[src/rtl/uart_rx_os.sv]
// UART receiver that uses 16x oversampling of the serial line.
// It finds the start bit, samples each bit at mid-period and flags parity and framing errors.
module uart_rx_os #(
    parameter int DBIT       = 8,
    parameter int SB_TICK    = 16,
    parameter int PARITY_EN  = 0,
    parameter int PARITY_ODD = 0
) (
    input  logic            clk,
    input  logic            reset,
    input  logic            rx,
    input  logic            s_tick,
    output logic [DBIT-1:0] dout,
    output logic            rx_done_tick,
    output logic            parity_err,
    output logic            frame_err
);

    localparam int NW = (DBIT > 1) ? $clog2(DBIT) : 1;
    localparam logic [NW-1:0] N_LAST = NW'(DBIT - 1);
    localparam logic [4:0] S_STOP = 5'(SB_TICK - 1);
    localparam logic PEN = (PARITY_EN != 0);
    localparam logic POD = (PARITY_ODD != 0);

    typedef enum logic [2:0] {
        IDLE,
        START,
        DATA,
        PARITY,
        STOP
    } state_t;

    state_t          state;
    logic [4:0]      s;
    logic [NW-1:0]   n;
    logic [DBIT-1:0] b;
    logic            p;

    // Frame FSM: counts oversample ticks and bits, and registers the results when the stop bit ends.
    always_ff @(posedge clk) begin
        if (reset) begin
            state        <= IDLE;
            s            <= '0;
            n            <= '0;
            b            <= '0;
            p            <= 1'b0;
            dout         <= '0;
            rx_done_tick <= 1'b0;
            parity_err   <= 1'b0;
            frame_err    <= 1'b0;
        end else begin
            rx_done_tick <= 1'b0;
            case (state)
                IDLE: begin
                    if (!rx) begin
                        state <= START;
                        s     <= '0;
                    end
                end
                START: begin
                    if (s_tick) begin
                        if (s == 5'd7) begin
                            if (!rx) begin
                                state <= DATA;
                                s     <= '0;
                                n     <= '0;
                            end else begin
                                state <= IDLE;
                            end
                        end else begin
                            s <= s + 5'd1;
                        end
                    end
                end
                DATA: begin
                    if (s_tick) begin
                        if (s == 5'd15) begin
                            s <= '0;
                            b <= {rx, b[DBIT-1:1]};
                            if (n == N_LAST) begin
                                state <= PEN ? PARITY : STOP;
                            end else begin
                                n <= n + 1'b1;
                            end
                        end else begin
                            s <= s + 5'd1;
                        end
                    end
                end
                PARITY: begin
                    if (s_tick) begin
                        if (s == 5'd15) begin
                            p     <= rx;
                            s     <= '0;
                            state <= STOP;
                        end else begin
                            s <= s + 5'd1;
                        end
                    end
                end
                STOP: begin
                    if (s_tick) begin
                        if (s == S_STOP) begin
                            state        <= IDLE;
                            rx_done_tick <= 1'b1;
                            dout         <= b;
                            frame_err    <= ~rx;
                            parity_err   <= PEN & (^b ^ p ^ POD);
                        end else begin
                            s <= s + 5'd1;
                        end
                    end
                end
                default: begin
                    state <= IDLE;
                end
            endcase
        end
    end

endmodule
[config.mk]
export PLATFORM = sky130hd
export DESIGN_NAME = uart_rx_os
export DESIGN_NICKNAME = d
export VERILOG_FILES = /design/src/rtl/uart_rx_os.sv
export SDC_FILE = /design/constraint.sdc
export NUM_CORES = 1
export LEC_CHECK = 0
export ABC_CLOCK_PERIOD_IN_PS = 3120
export BUFFER_PORTS_ARGS = -buffer_cell sky130_fd_sc_hd__buf_2
export CORE_ASPECT_RATIO = 0.5
export CORE_MARGIN = 4
export CORE_UTILIZATION = 50
export CTS_CLUSTER_SIZE = 24
export DETAILED_ROUTE_END_ITERATION = 6
export GPL_ROUTABILITY_DRIVEN = 0
export HOLD_SLACK_MARGIN = 0.05
export PLACE_DENSITY_LB_ADDON = 0.25
export SETUP_SLACK_MARGIN = 0.02
export SLEW_MARGIN = 40
export SYNTH_ARGS = -nofsm -noshare
export SYNTH_HDL_FRONTEND = slang
export SYNTH_SLANG_ARGS = --single-unit
[constraint.sdc]
create_clock -name clk -period 3.12 [get_ports clk]
set_input_delay 0.312 -clock clk [delete_from_list [all_inputs] [get_ports clk]]
set_output_delay 0.312 -clock clk [all_outputs]
set_load 0.005 [all_outputs]
# Word-level counts from Yosys, hierarchy flattened
# Cells that the tools add are included.
# Widths: inputs -> output; s select.
# op_classes
n_addsub,2
n_eq_ne,21
n_mux,28
bitwise,3
reduce_logical,10
# op_table
cell,count
$mux 3,16
$mux 5,7
$ne 2x2->1 const B,13
$pmux 5 s4,1
$pmux 3 s5,1
$reduce_and 10->1,1
$reduce_and 7->1,1
$eq 3x2->1 const B,2
$eq 3x3->1 const B,2
$pmux 3 s2,1
$reduce_and 3->1,2
$add 5x1->5 const B,1
$eq 5x3->1 const B,1
$eq 5x4->1 const B,1
$reduce_and 5->1,1
$reduce_bool 4->1,1
$add 3x1->3 const B,1
$eq 3x1->1 const B,1
$logic_not 3->1,1
$not 1->1,3
$reduce_or 3->1,1
$mux 2,1
$ne 2x1->1 const B,1
$reduce_bool 2->1,1
2 further kinds,2
# word_totals
register_bits,29
in_bits,4
output_inout_bits,11
wordCells,71

# Logic depth before layout (Yosys ltp)
# depth
ltp_word,5
ltp_mapped,8
mapped_depth_nobuf,8

# Worst setup path after synthesis
# OpenSTA, ideal clock, no wires.
# synth_timing
path_type,register -> register
from,reg s[0]
to,reg s[3]
setup_time_ns,0.070
arrival_ns,1.797
required_ns,3.050
setup_slack_ns,1.253
path_stages_with_launch,9
path_buffers,0
period_less_slack_ns,1.867
path_cell_list,dfxtp_1 ha_1 and3_1 ha_1 nand2b_1 a21boi_1 nor2_1 a2111o_1 a21oi_1
# synth_between
elab_chain_cells,4
elab_cells_between_ends,12
classes_between,add/sub: 1; eq/ne: 3; mux: 7; reduce/logical: 1
# synth_rtl
item,line,rtl
"start, declared",34,logic [4:0] s;
"start signal, assigned",71,s <= s + 5'd1;
"start signal, assigned",86,s <= s + 5'd1;
"start signal, assigned",97,s <= s + 5'd1;
"$add 5x1->5, or another cell as far along",n/a,
"$mux 5, on equally long branches",n/a,
"$mux 5, on equally long branches","102, 61, 91",
$pmux 5 s4,53,case (state)
# Several ways; a longest one is shown, not always the timed one. The select of a mux whose other input is x is not followed.
# A chain may end at the register's enable or synchronous reset.

# Worst setup path after layout
# Ends and elaborated chain as after synthesis.

==> metrics.md <==
| Metric | Value |
|---|---|
| Status | `completed` |
| Yosys top cell by area | `dfxtp_1` |
| Count leader, synth | `dfxtp_1` |
| Vias in the first global route | `1097` |
| RSZ-0062 raised after global routing | `no` |
| All-Layer GR Usage | `16.6%` |
| WP data arrival | `2.26 ns` |
| DRT iter0 DRCs | `77` |
| CP max FO | `4` |
| Avg Cell Area, Syn | `9.27 sq um` |
| HP Class | `in2reg` |
| CTS Buf Count | `5` |
| Pwr dens | `629 nW/um^2` |
| Critical path class | `reg2reg` |
| Time the worst path needs with I/O delays and setup | `2.05 ns` |
| # hold bufs at CTS | `0` |
| Synth Area in Compound Gates | `15.8%` |
| H-Tree Level Count | `2` |
| Clk buf depth | `2` |
| Worst Path Required | `3.33 ns` |
| Setup TNS | `0 ns` |
| Number of setup buffers added after CTS | `0` |
| Initial antenna violation count | `0` |
| DIE AREA | `3960 sq um` |
| First-pass GRT wire length | `5030 um` |
| Final Max Tran Viols | `0` |
| Hold slack | `0.371 ns` |
| CP startpoint kind | `flop` |
| Synth unique cells | `41` |
| Main combinational cell family by area after synthesis | `simple AND/OR/NAND/NOR gates` |
| Crit path capture type | `flop` |
| Post-cts resize count | `0` |
| Leakage power total | `0.637 nW` |
| CTS tree | `done` |
| Top FF cell, synth | `dfxtp_1` |
| # setup viols final | `0` |
| Yosys top cell area share | `39.1%` |
| Total gr overflow | `0` |
| Worst-case reg-to-reg path depth | `8` |
| Top cells by area in the synthesized netlist | `dfxtp_1, mux2i_1, nor2_1` |
| Min-Delay Path Depth | `3` |
| Xor and xnor area share after synthesis | `0%` |
| DRC | `0` |
| Worst-path clk slew | `0.06 ns` |
| Endpoints failing hold | `0` |
| # diodes | `0` |
| Largest net degree at the start of global routing | `31` |
| Mapped Cells | `160` |
| Die width | `85.0 um` |
| Drt first pass iters | `4` |
| PortBufs | `13` |
| Clock skew | `0.00636 ns` |
| Slew @ Worst Pin | `0.572 ns` |
| TritonCTS Sinks | `29` |
| Max-cap check violation count | `0` |
| Worst VDD drop | `301 uV` |
| Num rows | `13` |
| Die Y | `46.5 um` |
| DRT Wirelength | `2840 um` |
| Initial core utilization | `54.6%` |
| Crit share post-route | `65.8%` |
| Syn Std Cell Area | `1480 sq um` |
| I/O Pins | `15` |
| Vias | `1152` |
| Syn Nets | `170` |
| Mux share of post-synthesis cell area | `14.2%` |
| Synthesis Warnings | `0` |
| Post-synthesis sequential element count | `29` |
| Layout area overhead | `13.3%` |
| DP HPWL | `1990 um` |
| Seq/Total Area, Yosys | `39.1%` |
| WL/cell | `13.4 um` |
| Routed Antenna Nets | `0` |
| Synth top cells by count | `dfxtp_1, nor2_1, mux2i_1` |
| Max Clock Freq | `487 MHz` |
| Clock Tree Root | `clkbuf_8` |
| Layout cells sized above 1 | `17.2%` |
| Worst-skew pair later-pin latency | `0.28 ns` |
| DR vias/cell | `5.46` |
| Ys async rst share | `0%` |
| Layout Nets | `183` |
| Core Area | `2720 sq um` |
| Slew HR | `61.8%` |
| Post-synth EDFFs | `0` |
| Adder-cell share of the synthesized area | `5.06%` |
| Fraction of the mapped netlist area in simple logic gates | `21.8%` |
## layer usage
metal  GRT usage, %  wire length (um)  up-vias
met1           20.1              1430      549
met2           27.9              1250       16
met3           6.07               128        4
li1               -                 -      583
met4           5.68                30        0
met5              0                 0        -
## where the power goes
group | leakage [nW] | internal, W | switching [W]
Sequential | 0.234 | 0.000383 | 0.0000445
Clock | 0.0574 | 0.000259 | 0.000146
Combinational | 0.346 | 0.000101 | 0.000124
Total | 0.637 | 0.000744 | 0.000315
## registers in the layout (all words and copies together) (netlist names)
signal,count
state,3
s,5
n,3
frame_err,1
rx_done_tick,1
dout,8
b,8
## through the flow
| step | worst slack, ns | util (%) | area, sq um | total power (W) | std cells |
|---|---|---|---|---|---|
| after floorplan | 1.25 | - | 1480 | 0.000617 | 160 |
| final | 1.07 | 61.9 | 1680 | 0.00106 | 211 |
| after detailed placement | 1.09 | 57.5 | 1560 | 0.000656 | 203 |
| after global routing | 0.867 | 61.9 | 1680 | 0.00112 | 211 |
| after CTS | 1.07 | 61.9 | 1680 | 0.00107 | 211 |
| after global placement | 1.12 | 57.5 | 1560 | 0.000652 | 203 |
## cell type report
class                           instances  area, sq um
Fill cell                             233         1030
Multi-Input combinational cell        118          847
Sequential cell                        29          581
Clock buffer                            6         82.6
Timing Repair Buffer                   13         65.1
Tap cell                               37         46.3
Clock inverter                          2         37.5
Inverter                                6         22.5
## worst paths after layout
kind               start           end  slack [ns]
setup reg to reg    s[0]          s[3]        1.07
hold reg to reg     n[1]          n[1]        0.48
hold / removal    s_tick  rx_done_tick        0.37
setup / recovery    s[0]          s[3]        1.07
## cells in the final DEF (no fill, tap or decap), types with 3 or more instances in the layout
cell / instances
mux2i_1: 20
nand3_1: 4
buf_2: 13
clkbuf_8: 6
o21ai_0: 4
inv_1: 6
nor3_1: 3
a21oi_1: 9
nor2_1: 23
nand2b_1: 7
ha_1: 6
dfxtp_1: 29
nor3b_1: 4
nand2_1: 7
## worst max-delay path: stages (launching register included)
cell,delay (ns)
dfxtp_1,0.33
ha_1,0.25
and3_1,0.23
ha_1,0.23
nand2b_1,0.15
a21boi_1,0.22
nor2_1,0.11
a2111o_1,0.34
a21oi_1,0.13
## logic make-up after synthesis
group / after synthesis
buffers and inverters: 13
adders and majority gates: 6
muxes: 21
AOI/OAI and AO/OA: 31
other: 1
and+or+nand+nor: 59
DFF: 29
(Power assumes the default switching activity.)
